**src/rtl/display_timing_gen_pkg.sv**
```systemverilog
// display_timing_gen_pkg: raster mode types, default 640x480 mode and blanking-start helpers
package display_timing_gen_pkg;

    typedef struct packed {
        int res;
        int fp;
        int sync;
        int bp;
    } axis_mode_t;

    typedef struct packed {
        axis_mode_t h;
        axis_mode_t v;
    } video_mode_t;

    localparam video_mode_t MODE_640X480 = '{
        h: '{res: 640, fp: 16, sync: 96, bp: 48},
        v: '{res: 480, fp: 10, sync: 2,  bp: 33}
    };

    // Coordinates go negative through the blanking interval and hit 0 at the first active pixel
    function automatic int axis_sta(axis_mode_t m);
        return -(m.fp + m.sync + m.bp);
    endfunction

    function automatic int axis_sync_beg(axis_mode_t m);
        return axis_sta(m) + m.fp;
    endfunction

    function automatic int axis_sync_end(axis_mode_t m);
        return axis_sync_beg(m) + m.sync - 1;
    endfunction

endpackage

```
**src/rtl/display_timing_gen_if.sv**
```systemverilog
// display_timing_gen_if: raster timing bundle from the timing generator to the renderers
interface display_timing_gen_if #(
    parameter int CORDW = 16
);
    logic signed [CORDW-1:0] sx;
    logic signed [CORDW-1:0] sy;
    logic                    hsync;
    logic                    vsync;
    logic                    de;
    logic                    line;
    logic                    frame;

    modport master (output sx, sy, hsync, vsync, de, line, frame);
    modport slave  (input  sx, sy, hsync, vsync, de, line, frame);
endinterface

```
**src/rtl/display_timing_gen_timing_axis_counter.sv**
```systemverilog
// timing_axis_counter: one raster axis, STA..END wrapping counter with next-state sync decode
module timing_axis_counter #(
    parameter int CORDW    = 16,
    parameter int STA      = -160,
    parameter int END      = 639,
    parameter int SYNC_BEG = -144,
    parameter int SYNC_END = -49
) (
    input  logic                    clk,
    input  logic                    rst_n,
    input  logic                    step_i,
    output logic signed [CORDW-1:0] coord_o,
    output logic signed [CORDW-1:0] next_o,
    output logic                    wrap_o,
    output logic                    sync_o
);
    localparam logic signed [CORDW-1:0] STA_C = CORDW'(STA);
    localparam logic signed [CORDW-1:0] END_C = CORDW'(END);
    localparam logic signed [CORDW-1:0] SB_C  = CORDW'(SYNC_BEG);
    localparam logic signed [CORDW-1:0] SE_C  = CORDW'(SYNC_END);
    localparam logic signed [CORDW-1:0] ONE   = CORDW'(1);

    logic signed [CORDW-1:0] coord_q, coord_d;

    always_comb begin
        wrap_o  = step_i && coord_q == END_C;
        coord_d = !step_i ? coord_q : wrap_o ? STA_C : coord_q + ONE;
        sync_o  = coord_d >= SB_C && coord_d <= SE_C;
    end

    // Resting at END makes the first enabled step land exactly on STA
    always_ff @(posedge clk or negedge rst_n)
        if (!rst_n) coord_q <= END_C;
        else        coord_q <= coord_d;

    assign coord_o = coord_q;
    assign next_o  = coord_d;
endmodule

```
**src/rtl/display_timing_gen.sv**
```systemverilog
// display_timing_gen: registered raster timing (coordinates, syncs, data enable, line/frame strobes)
module display_timing_gen
    import display_timing_gen_pkg::*;
#(
    parameter int CORDW  = 16,
    parameter int H_RES  = MODE_640X480.h.res,
    parameter int H_FP   = MODE_640X480.h.fp,
    parameter int H_SYNC = MODE_640X480.h.sync,
    parameter int H_BP   = MODE_640X480.h.bp,
    parameter int V_RES  = MODE_640X480.v.res,
    parameter int V_FP   = MODE_640X480.v.fp,
    parameter int V_SYNC = MODE_640X480.v.sync,
    parameter int V_BP   = MODE_640X480.v.bp,
    parameter bit H_POL  = 1'b0,
    parameter bit V_POL  = 1'b0
) (
    input  logic                clk,
    input  logic                rst_n,
    display_timing_gen_if.master vid_o
);
    localparam axis_mode_t H_MODE = '{res: H_RES, fp: H_FP, sync: H_SYNC, bp: H_BP};
    localparam axis_mode_t V_MODE = '{res: V_RES, fp: V_FP, sync: V_SYNC, bp: V_BP};

    logic signed [CORDW-1:0] sx, sy, sx_d, sy_d;
    logic h_wrap, v_wrap, h_sync, v_sync;
    logic hsync_q, vsync_q, de_q, line_q, frame_q;
    logic hsync_d, vsync_d, de_d, line_d, frame_d;

    timing_axis_counter #(
        .CORDW(CORDW), .STA(axis_sta(H_MODE)), .END(H_RES - 1),
        .SYNC_BEG(axis_sync_beg(H_MODE)), .SYNC_END(axis_sync_end(H_MODE))
    ) u_h (
        .clk(clk), .rst_n(rst_n), .step_i(1'b1),
        .coord_o(sx), .next_o(sx_d), .wrap_o(h_wrap), .sync_o(h_sync)
    );

    // Vertical axis advances only on the horizontal wrap, so both wrap on the same edge at end of frame
    timing_axis_counter #(
        .CORDW(CORDW), .STA(axis_sta(V_MODE)), .END(V_RES - 1),
        .SYNC_BEG(axis_sync_beg(V_MODE)), .SYNC_END(axis_sync_end(V_MODE))
    ) u_v (
        .clk(clk), .rst_n(rst_n), .step_i(h_wrap),
        .coord_o(sy), .next_o(sy_d), .wrap_o(v_wrap), .sync_o(v_sync)
    );

    always_comb begin
        hsync_d = h_sync ? H_POL : ~H_POL;
        vsync_d = v_sync ? V_POL : ~V_POL;
        de_d    = ~sx_d[CORDW-1] & ~sy_d[CORDW-1];
        line_d  = h_wrap;
        frame_d = h_wrap & v_wrap;
    end

    always_ff @(posedge clk or negedge rst_n)
        if (!rst_n) begin
            hsync_q <= ~H_POL;
            vsync_q <= ~V_POL;
            de_q    <= 1'b0;
            line_q  <= 1'b0;
            frame_q <= 1'b0;
        end else begin
            hsync_q <= hsync_d;
            vsync_q <= vsync_d;
            de_q    <= de_d;
            line_q  <= line_d;
            frame_q <= frame_d;
        end

    assign vid_o.sx    = sx;
    assign vid_o.sy    = sy;
    assign vid_o.hsync = hsync_q;
    assign vid_o.vsync = vsync_q;
    assign vid_o.de    = de_q;
    assign vid_o.line  = line_q;
    assign vid_o.frame = frame_q;
endmodule

```
**src/flat_wrapper.sv**
```systemverilog
// flat-port wrapper written by rule: the top's interface ports become plain ports
module display_timing_gen_flat import display_timing_gen_pkg::*;
#(
    parameter int CORDW  = 16,
    parameter int H_RES  = MODE_640X480.h.res,
    parameter int H_FP   = MODE_640X480.h.fp,
    parameter int H_SYNC = MODE_640X480.h.sync,
    parameter int H_BP   = MODE_640X480.h.bp,
    parameter int V_RES  = MODE_640X480.v.res,
    parameter int V_FP   = MODE_640X480.v.fp,
    parameter int V_SYNC = MODE_640X480.v.sync,
    parameter int V_BP   = MODE_640X480.v.bp,
    parameter bit H_POL  = 1'b0,
    parameter bit V_POL  = 1'b0
)
  (clk, rst_n, vid_o_sx, vid_o_sy, vid_o_hsync, vid_o_vsync, vid_o_de, vid_o_line, vid_o_frame);
  display_timing_gen_if #(.CORDW(CORDW)) vid_o_i ();
  input  logic clk;
  input  logic rst_n;
  output wire logic [$bits(vid_o_i.sx)-1:0] vid_o_sx;
  output wire logic [$bits(vid_o_i.sy)-1:0] vid_o_sy;
  output wire logic [$bits(vid_o_i.hsync)-1:0] vid_o_hsync;
  output wire logic [$bits(vid_o_i.vsync)-1:0] vid_o_vsync;
  output wire logic [$bits(vid_o_i.de)-1:0] vid_o_de;
  output wire logic [$bits(vid_o_i.line)-1:0] vid_o_line;
  output wire logic [$bits(vid_o_i.frame)-1:0] vid_o_frame;
  assign vid_o_sx = vid_o_i.sx;
  assign vid_o_sy = vid_o_i.sy;
  assign vid_o_hsync = vid_o_i.hsync;
  assign vid_o_vsync = vid_o_i.vsync;
  assign vid_o_de = vid_o_i.de;
  assign vid_o_line = vid_o_i.line;
  assign vid_o_frame = vid_o_i.frame;
  display_timing_gen #(.CORDW(CORDW), .H_RES(H_RES), .H_FP(H_FP), .H_SYNC(H_SYNC), .H_BP(H_BP), .V_RES(V_RES), .V_FP(V_FP), .V_SYNC(V_SYNC), .V_BP(V_BP), .H_POL(H_POL), .V_POL(V_POL)) u_core (.clk(clk), .rst_n(rst_n), .vid_o(vid_o_i));
endmodule
```
**config.mk**
```make
export PLATFORM = sky130hd
export DESIGN_NAME = display_timing_gen_flat
export DESIGN_NICKNAME = d
export VERILOG_FILES = /design/src/rtl/display_timing_gen_pkg.sv /design/src/rtl/display_timing_gen_if.sv /design/src/rtl/display_timing_gen_timing_axis_counter.sv /design/src/rtl/display_timing_gen.sv /design/src/flat_wrapper.sv
export SDC_FILE = /design/constraint.sdc
export NUM_CORES = 1
export LEC_CHECK = 0
export CAP_MARGIN = 10
export CORE_AREA = 2 2 63 65
export CTS_BUF_LIST = sky130_fd_sc_hd__clkbuf_4 sky130_fd_sc_hd__clkbuf_8
export DETAILED_ROUTE_END_ITERATION = 8
export DIE_AREA = 0 0 65 67
export PLACE_DENSITY = 0.86
export SETUP_SLACK_MARGIN = 0.02
export SYNTH_ARGS = -nofsm -noshare
export SYNTH_HDL_FRONTEND = slang
export SYNTH_SLANG_ARGS = --single-unit
```
**constraint.sdc**
```tcl
create_clock -name clk -period 5.6 [get_ports clk]
set_input_delay 0.56 -clock clk [delete_from_list [all_inputs] [get_ports clk]]
set_output_delay 0.56 -clock clk [all_outputs]
set_load 0.01 [all_outputs]
```
# --- After elaboration in Yosys (flattened, before gate mapping) ---
# Cells that the tools add are included.
classes:
  n_addsub: 2
  order_cmp: 4
  eq_ne: 2
  muxes: 5
  bitwise_logic: 4
  reduce_logical: 3
ops:
  columns: ["op", "count"]
  rows:
  - ["$mux W16", 3]
  - ["$add A16 B2 Y16 const B", 2]
  - ["$le A16 B7 Y1 const B", 2]
  - ["$eq A16 B10 Y1 const B", 1]
  - ["$eq A16 B11 Y1 const B", 1]
  - ["$ge A16 B7 Y1 const B", 1]
  - ["$ge A16 B9 Y1 const B", 1]
  - ["$logic_and A1 B1 Y1", 3]
  - ["$and A1 B1 Y1", 2]
  - ["$mux W1", 2]
  - ["$not A1 Y1", 2]
word_totals:
  regBits: 37
  input_bits: 2

# --- Logic depth before layout (Yosys ltp) ---
logic_depth:
  depth_word: 7
  mapped_depth: 9
  depth_no_buf: 8

# --- Hierarchy ---
# A second synthesis with hierarchy kept.
unflattened:
  hier_cells: 239
  area_unflattened_um2: 2243.4
modules_own_cells:
  columns: ["mod", "n_inst", "cells_per_inst", "area_per_inst_um2"]
  rows:
  - ["timing_axis_counter at u_core.u_v", 1, 114, 1079.8]
  - ["timing_axis_counter at u_core.u_h", 1, 115, 1014.7]
  - ["display_timing_gen", 1, 10, 148.9]

# --- Worst setup path after synthesis ---
# OpenSTA, ideal clock, no wires.
synth_path:
  path_type: "register to register"
  start: "reg u_core.u_h.coord_q[0], in the netlist u_core.u_h.coord_o[0]"
  end: "reg u_core.vsync_q, in the netlist u_core.vid_o.vsync"
  arrival_ns: 2.417
  path_slack_ns: 3.088
  stages_incl_launch_ff: 9
  path_buffers: 1
  synth_period_minus_slack_ns: 2.512
  cell_sequence: "dfstp_2 > ha_1 > nand4_1 > or4_4 > buf_6 > nor3_4 > xnor2_1 > a2111oi_2 > nand4_1"
synth_via:
  elab_chain_cells: 7
  word_cells_on_any_way: 8
synth_lines:
  columns: ["element", "line", "rtl"]
  rows:
  - ["start: declaration", "display_timing_gen_timing_axis_counter.sv:23", "logic signed [CORDW-1:0] coord_q, coord_d;"]
  - ["start signal: assignment", "display_timing_gen_timing_axis_counter.sv:34", "else coord_q <= coord_d;"]
  - ["$eq A16 B11 Y1 (*)", "display_timing_gen_timing_axis_counter.sv:26", "wrap_o = step_i && coord_q == END_C;"]
  - ["$logic_and A1 B1 Y1", "display_timing_gen_timing_axis_counter.sv:26", null]
  - ["$mux W16", "display_timing_gen_timing_axis_counter.sv:27", "coord_d = !step_i ? coord_q : wrap_o ? STA_C : coord_q + ONE;"]
  - ["$mux W16 (*)", "display_timing_gen_timing_axis_counter.sv:27", null]
  - ["$ge A16 B7 Y1 or $le A16 B7 Y1 (tied branches)", "display_timing_gen_timing_axis_counter.sv:28", "sync_o = coord_d >= SB_C && coord_d <= SE_C;"]
  - ["$logic_and A1 B1 Y1 (*)", "display_timing_gen_timing_axis_counter.sv:28", null]
  - ["$mux W1 (*)", "display_timing_gen.sv:48", "vsync_d = v_sync ? V_POL : ~V_POL;"]
  - ["via u_core.vsync_d", "display_timing_gen.sv:27", "logic hsync_d, vsync_d, de_d, line_d, frame_d;"]
  - ["end signal: assignment", "display_timing_gen.sv:57", "vsync_q <= ~V_POL;"]
  - ["end signal: assignment", "display_timing_gen.sv:63", "vsync_q <= vsync_d;"]
  - ["end: declaration", "display_timing_gen.sv:26", "logic hsync_q, vsync_q, de_q, line_q, frame_q;"]
# The timed path passes the listed nets; every way through them passes the cells marked *.

# --- Worst setup path in the final report ---
layout_path:
  start: "reg u_core.u_h.coord_q[0], in the netlist u_core.u_h.coord_o[0]"
  end: "reg u_core.vsync_q, in the netlist u_core.vid_o.vsync"
layout_via:
  elab_chain_cells: 7
  word_cells_on_any_way: 8
layout_lines:
  columns: ["element", "line", "rtl"]
  rows:
  - ["$eq A16 B11 Y1 (*)", "display_timing_gen_timing_axis_counter.sv:26", null]
  - ["via u_core.h_wrap", "display_timing_gen.sv:25", "logic h_wrap, v_wrap, h_sync, v_sync;"]
  - ["$logic_and A1 B1 Y1", "display_timing_gen_timing_axis_counter.sv:26", null]
  - ["$mux W16", "display_timing_gen_timing_axis_counter.sv:27", null]
  - ["$mux W16 (*)", "display_timing_gen_timing_axis_counter.sv:27", null]
  - ["via u_core.sy_d[15]", "display_timing_gen.sv:24", "logic signed [CORDW-1:0] sx, sy, sx_d, sy_d;"]
  - ["$ge A16 B7 Y1 or $le A16 B7 Y1 (tied branches)", "display_timing_gen_timing_axis_counter.sv:28", null]
  - ["$logic_and A1 B1 Y1 (*)", "display_timing_gen_timing_axis_counter.sv:28", null]
  - ["$mux W1 (*)", "display_timing_gen.sv:48", null]
  - ["via u_core.vsync_d", "display_timing_gen.sv:27", null]
# Marked as above.

==> run summary <==
TIMING
----------------------------------------------------------------------------------
Post-route worst hold slack                                               525.0 ps
Actual transition at the worst max-transition pin                         636.6 ps
Final hold violation count                                                       0
Max-slew violation count                                                         0
Setup repair after global routing missed its margin                             no
Final clock skew                                                          2.198 ps
Max Fclk                                                                0.3304 GHz
Final cycle utilization of the critical path                                54.05%
Final worst path period need                                               3027 ps
Setup_tns                                                                     0 ps
Number of failing setup endpoints in the final timing report                     0
Worst path setup slack after routing                                       2573 ps
Max-Slew Margin vs Limit                                                    57.56%

CELLS AND AREA
----------------------------------------------------------------------------------
Final cell area excluding filler cells                                    2609 µm²
Layout overhead on the synthesized area                                     26.06%
Final Core Density                                                          72.35%
Number of antenna repair diodes                                                  0
Share of final-layout standard cells stronger than drive strength 1         17.20%
Number of nets in the finished design                                          254

CLOCKING
----------------------------------------------------------------------------------
Clock tree from TritonCTS                                                      yes
CTS sink count                                                                  37
Cell chosen for the clock root                                        sky130_fd_sc_hd__clkbuf_8
Depth of the CTS H-tree                                                          2
Number of buffers between clock root and the deepest sink                        2
Clock buffer count from CTS                                                      5
Post-cts gate resize count                                                       0
Clock slew seen by the registers of the worst setup and hold paths           70 ps
CTS Hold Bufs                                                                    0
Insertion delay to the later sink of the worst-skew pair                    290 ps
Post-CTS repair timing setup buffer count                                        0

SYNTH
----------------------------------------------------------------------------------
Mean cell area of the mapped netlist                                     9.902 µm²
Yosys cell types                                                                56
Prevailing post-synth register cell                                   sky130_fd_sc_hd__dfrtp_1
#FFs+latches synth                                                              37
Syn Nets                                                                       214
Number of enable-type register cells in the synthesized netlist                  0
Sequential area share after synthesis                                       45.83%
Top-area cell type share of the netlist area                                22.97%
Cell area after synthesis                                                 2069 µm²
Share of async-settable or async-resettable flops after synthesis           100.0%
Synth warn                                                                       0
Cell type with the highest aggregate area in the netlist              sky130_fd_sc_hd__dfrtp_1
Synth top area cells                                                  sky130_fd_sc_hd__dfrtp_1 23%, sky130_fd_sc_hd__dfstp_2 23%, sky130_fd_sc_hd__xnor2_1 4.7%
Gate count of the mapped netlist                                               209

FLOORPLANNING
----------------------------------------------------------------------------------
Total I/O pin count                                                             39
Die boundary width                                                           65 µm
Starting density of the core                                                57.39%
Cell row count                                                                  22
Die boundary height                                                          67 µm
Die area                                                                  4355 µm²
Total core area                                                           3606 µm²

CRITICAL PATH
----------------------------------------------------------------------------------
WS Path Type                                                               reg2reg
Startpoint of the worst register-to-register path                     u_core.u_h.coord_o[0]
Maximum fanout count along the critical path                                    19
Crit path launch type                                                    flip-flop
Endpoint type of the worst setup path                                    flip-flop
Crit path from                                                        u_core.u_h.coord_o[0]
WP data required                                                           5840 ps
Worst path arrival time                                                    3260 ps

DETAILED ROUTING
----------------------------------------------------------------------------------
Remaining DRCs                                                                   0
Total Wirelength                                                           5007 µm
Post-detailed-route count of antenna-violating nets                              0
First-pass iteration count of the detailed router                                4
Via count normalized by instance count                                       6.154
Wirelength per Cell                                                       16.80 µm
Starting DRC count in detailed routing                                         209
Number of vias after detailed routing                                         1834

POWER
----------------------------------------------------------------------------------
Cell Pwr Density                                                      197.7 nW/µm²
Worst VDD drop                                                         0.0001170 V
Standby leakage power                                                     1.103 nW

HOLD PATH
----------------------------------------------------------------------------------
Startpoint of the lowest-slack hold path                              u_core.u_v.coord_o[1]
Worst Hold Class                                                           reg2reg

GLOBAL ROUTING
----------------------------------------------------------------------------------
Pin count of the biggest net entering global routing                            38
All-Layer GR Usage                                                          25.65%
Via count of the first global-routing pass                                    1700
Antenna violations before repair                                                 0
Wire length of the first global-routing pass                               8431 µm
Overflow left after global routing                                               0

RUN STATUS
----------------------------------------------------------------------------------
Outcome                                                               finished, final reports clean

JOB
----------------------------------------------------------------------------------
Maximum capacitance violations                                                   0

PLACEMENT
----------------------------------------------------------------------------------
Estimated wirelength of the detail-placed design                           3539 µm
Placed Area                                                               2489 µm²
Final estimated routing congestion in global placement                      0.9144
Setup WS pre-CTS                                                           2643 ps
# port buffers                                                                  38

==> Yosys cell counts, types with 2 or more instances <==
library cell and instances:
sky130_fd_sc_hd__and3_1 4, sky130_fd_sc_hd__o31ai_1 2, sky130_fd_sc_hd__xor2_1 6, sky130_fd_sc_hd__nor4_1 4, sky130_fd_sc_hd__or2_2 3, sky130_fd_sc_hd__nand3_1 10, sky130_fd_sc_hd__nor3_1 6, sky130_fd_sc_hd__a31o_2 2
sky130_fd_sc_hd__nand4_1 11, sky130_fd_sc_hd__clkbuf_1 4, sky130_fd_sc_hd__dfstp_2 18, sky130_fd_sc_hd__nor4b_1 2, sky130_fd_sc_hd__and2_1 4, sky130_fd_sc_hd__nand2_1 21, sky130_fd_sc_hd__a31oi_1 3, sky130_fd_sc_hd__ha_1 3
sky130_fd_sc_hd__and4b_1 2, sky130_fd_sc_hd__xnor2_1 11, sky130_fd_sc_hd__dfrtp_1 19, sky130_fd_sc_hd__and4_1 8, sky130_fd_sc_hd__inv_1 12, sky130_fd_sc_hd__or3_1 2, sky130_fd_sc_hd__nor2_1 7, sky130_fd_sc_hd__a21boi_0 2
sky130_fd_sc_hd__o21ai_0 6, sky130_fd_sc_hd__or4_4 2, sky130_fd_sc_hd__nor3b_1 2, sky130_fd_sc_hd__buf_2 2, sky130_fd_sc_hd__a21oi_1 4
==> final timing paths <==
kind                                         end  slack (ps)  cells after the start
min in group asynchronous  u_core.u_v.coord_o[5]         690                      2
max                           u_core.vid_o.vsync        2570                      8
max reg2reg                   u_core.vid_o.vsync        2570                      8
min reg2reg                u_core.u_v.coord_o[1]         530                      2
max in group asynchronous  u_core.u_h.coord_o[9]        4560                      2
min                        u_core.u_v.coord_o[1]         530                      2
==> cell type report <==
cell class                 count  area, µm²
fill                         277      997.2
multi-input combinational    152       1036
tap                           48      60.06
inverter                      13      48.80
clock buffer                   6      82.58
timing repair buffer          40      395.4
sequential                    37      948.4
clock inverter                 2      37.54
==> power by group <==
part | leakage (nW) | internal, W | switching, W
registers | 0.447 | 0.000268 | 0
logic | 0.598 | 0.00000107 | 0.00000496
clock network | 0.0574 | 0.000145 | 0.0000972
==> cells in the final DEF, fill, tap and decap left out, types with 2 or more instances in the layout <==
cell / n
sky130_fd_sc_hd__xnor2_1: 11
sky130_fd_sc_hd__nor4b_1: 2
sky130_fd_sc_hd__nor3b_1: 2
sky130_fd_sc_hd__xor2_1: 6
sky130_fd_sc_hd__dfstp_2: 18
sky130_fd_sc_hd__nand3_1: 10
sky130_fd_sc_hd__a31o_2: 2
sky130_fd_sc_hd__a31oi_1: 3
sky130_fd_sc_hd__ha_1: 3
sky130_fd_sc_hd__nor2_1: 7
sky130_fd_sc_hd__clkbuf_8: 6
sky130_fd_sc_hd__inv_1: 12
sky130_fd_sc_hd__a21boi_0: 2
sky130_fd_sc_hd__and4b_1: 2
sky130_fd_sc_hd__nor3_1: 6
sky130_fd_sc_hd__or2_2: 3
sky130_fd_sc_hd__buf_4: 2
sky130_fd_sc_hd__nand2_1: 21
sky130_fd_sc_hd__or3_1: 2
sky130_fd_sc_hd__clkdlybuf4s50_1: 38
sky130_fd_sc_hd__nor4_1: 4
sky130_fd_sc_hd__o31ai_1: 2
sky130_fd_sc_hd__nand4_1: 11
sky130_fd_sc_hd__dfrtp_1: 19
sky130_fd_sc_hd__a21oi_1: 4
sky130_fd_sc_hd__or4_4: 2
sky130_fd_sc_hd__and3_1: 4
sky130_fd_sc_hd__o21ai_0: 6
sky130_fd_sc_hd__and4_1: 8
sky130_fd_sc_hd__and2_1: 4
==> worst max-delay path, cell delays in order, from the launching register on <==
cell	delay [ps]
sky130_fd_sc_hd__dfstp_2	580
sky130_fd_sc_hd__ha_1	230
sky130_fd_sc_hd__nand4_1	230
sky130_fd_sc_hd__or4_1	910
sky130_fd_sc_hd__inv_2	280
sky130_fd_sc_hd__a41oi_1	170
sky130_fd_sc_hd__a31o_2	290
sky130_fd_sc_hd__and4b_1	180
sky130_fd_sc_hd__nand4_1	80
==> registers in the layout (all words and copies together) (netlist names) <==
name,count
u_core.vid_o.de,1
u_core.u_h.coord_o,16
u_core.vid_o.hsync,1
u_core.vid_o.vsync,1
u_core.u_v.coord_o,16
u_core.vid_o.line,1
u_core.vid_o.frame,1
==> metrics by stage <==
step                      power (W)  std cells
after floorplan           0.0002724        209
after global placement    0.0002788        290
after detailed placement  0.0002789        290
after CTS                 0.0005185        298
after global routing      0.0005319        298
final                     0.0005158        298
==> cells by family (layout without fill, tap and decap cells) <==
family | count (synthesis) | count (layout) | share of synthesized area (%)
mux | 2 | 2 | 1.028
buf+inv | 20 | 61 | 4.111
xor+xnor | 17 | 17 | 7.195
compound gates | 33 | 33 | 11.43
simple gates | 96 | 96 | 28.11
fa+ha+maj | 4 | 4 | 2.298
flops | 37 | 37 | 45.83
==> routing by layer <==
layer	GRT usage, %	wire (µm)
met3	5.405	381
met1	36.65	2275
met2	38.79	2288
met5	0	0
met4	8.245	62
No activity file was read; power rests on OpenSTA's default activity.
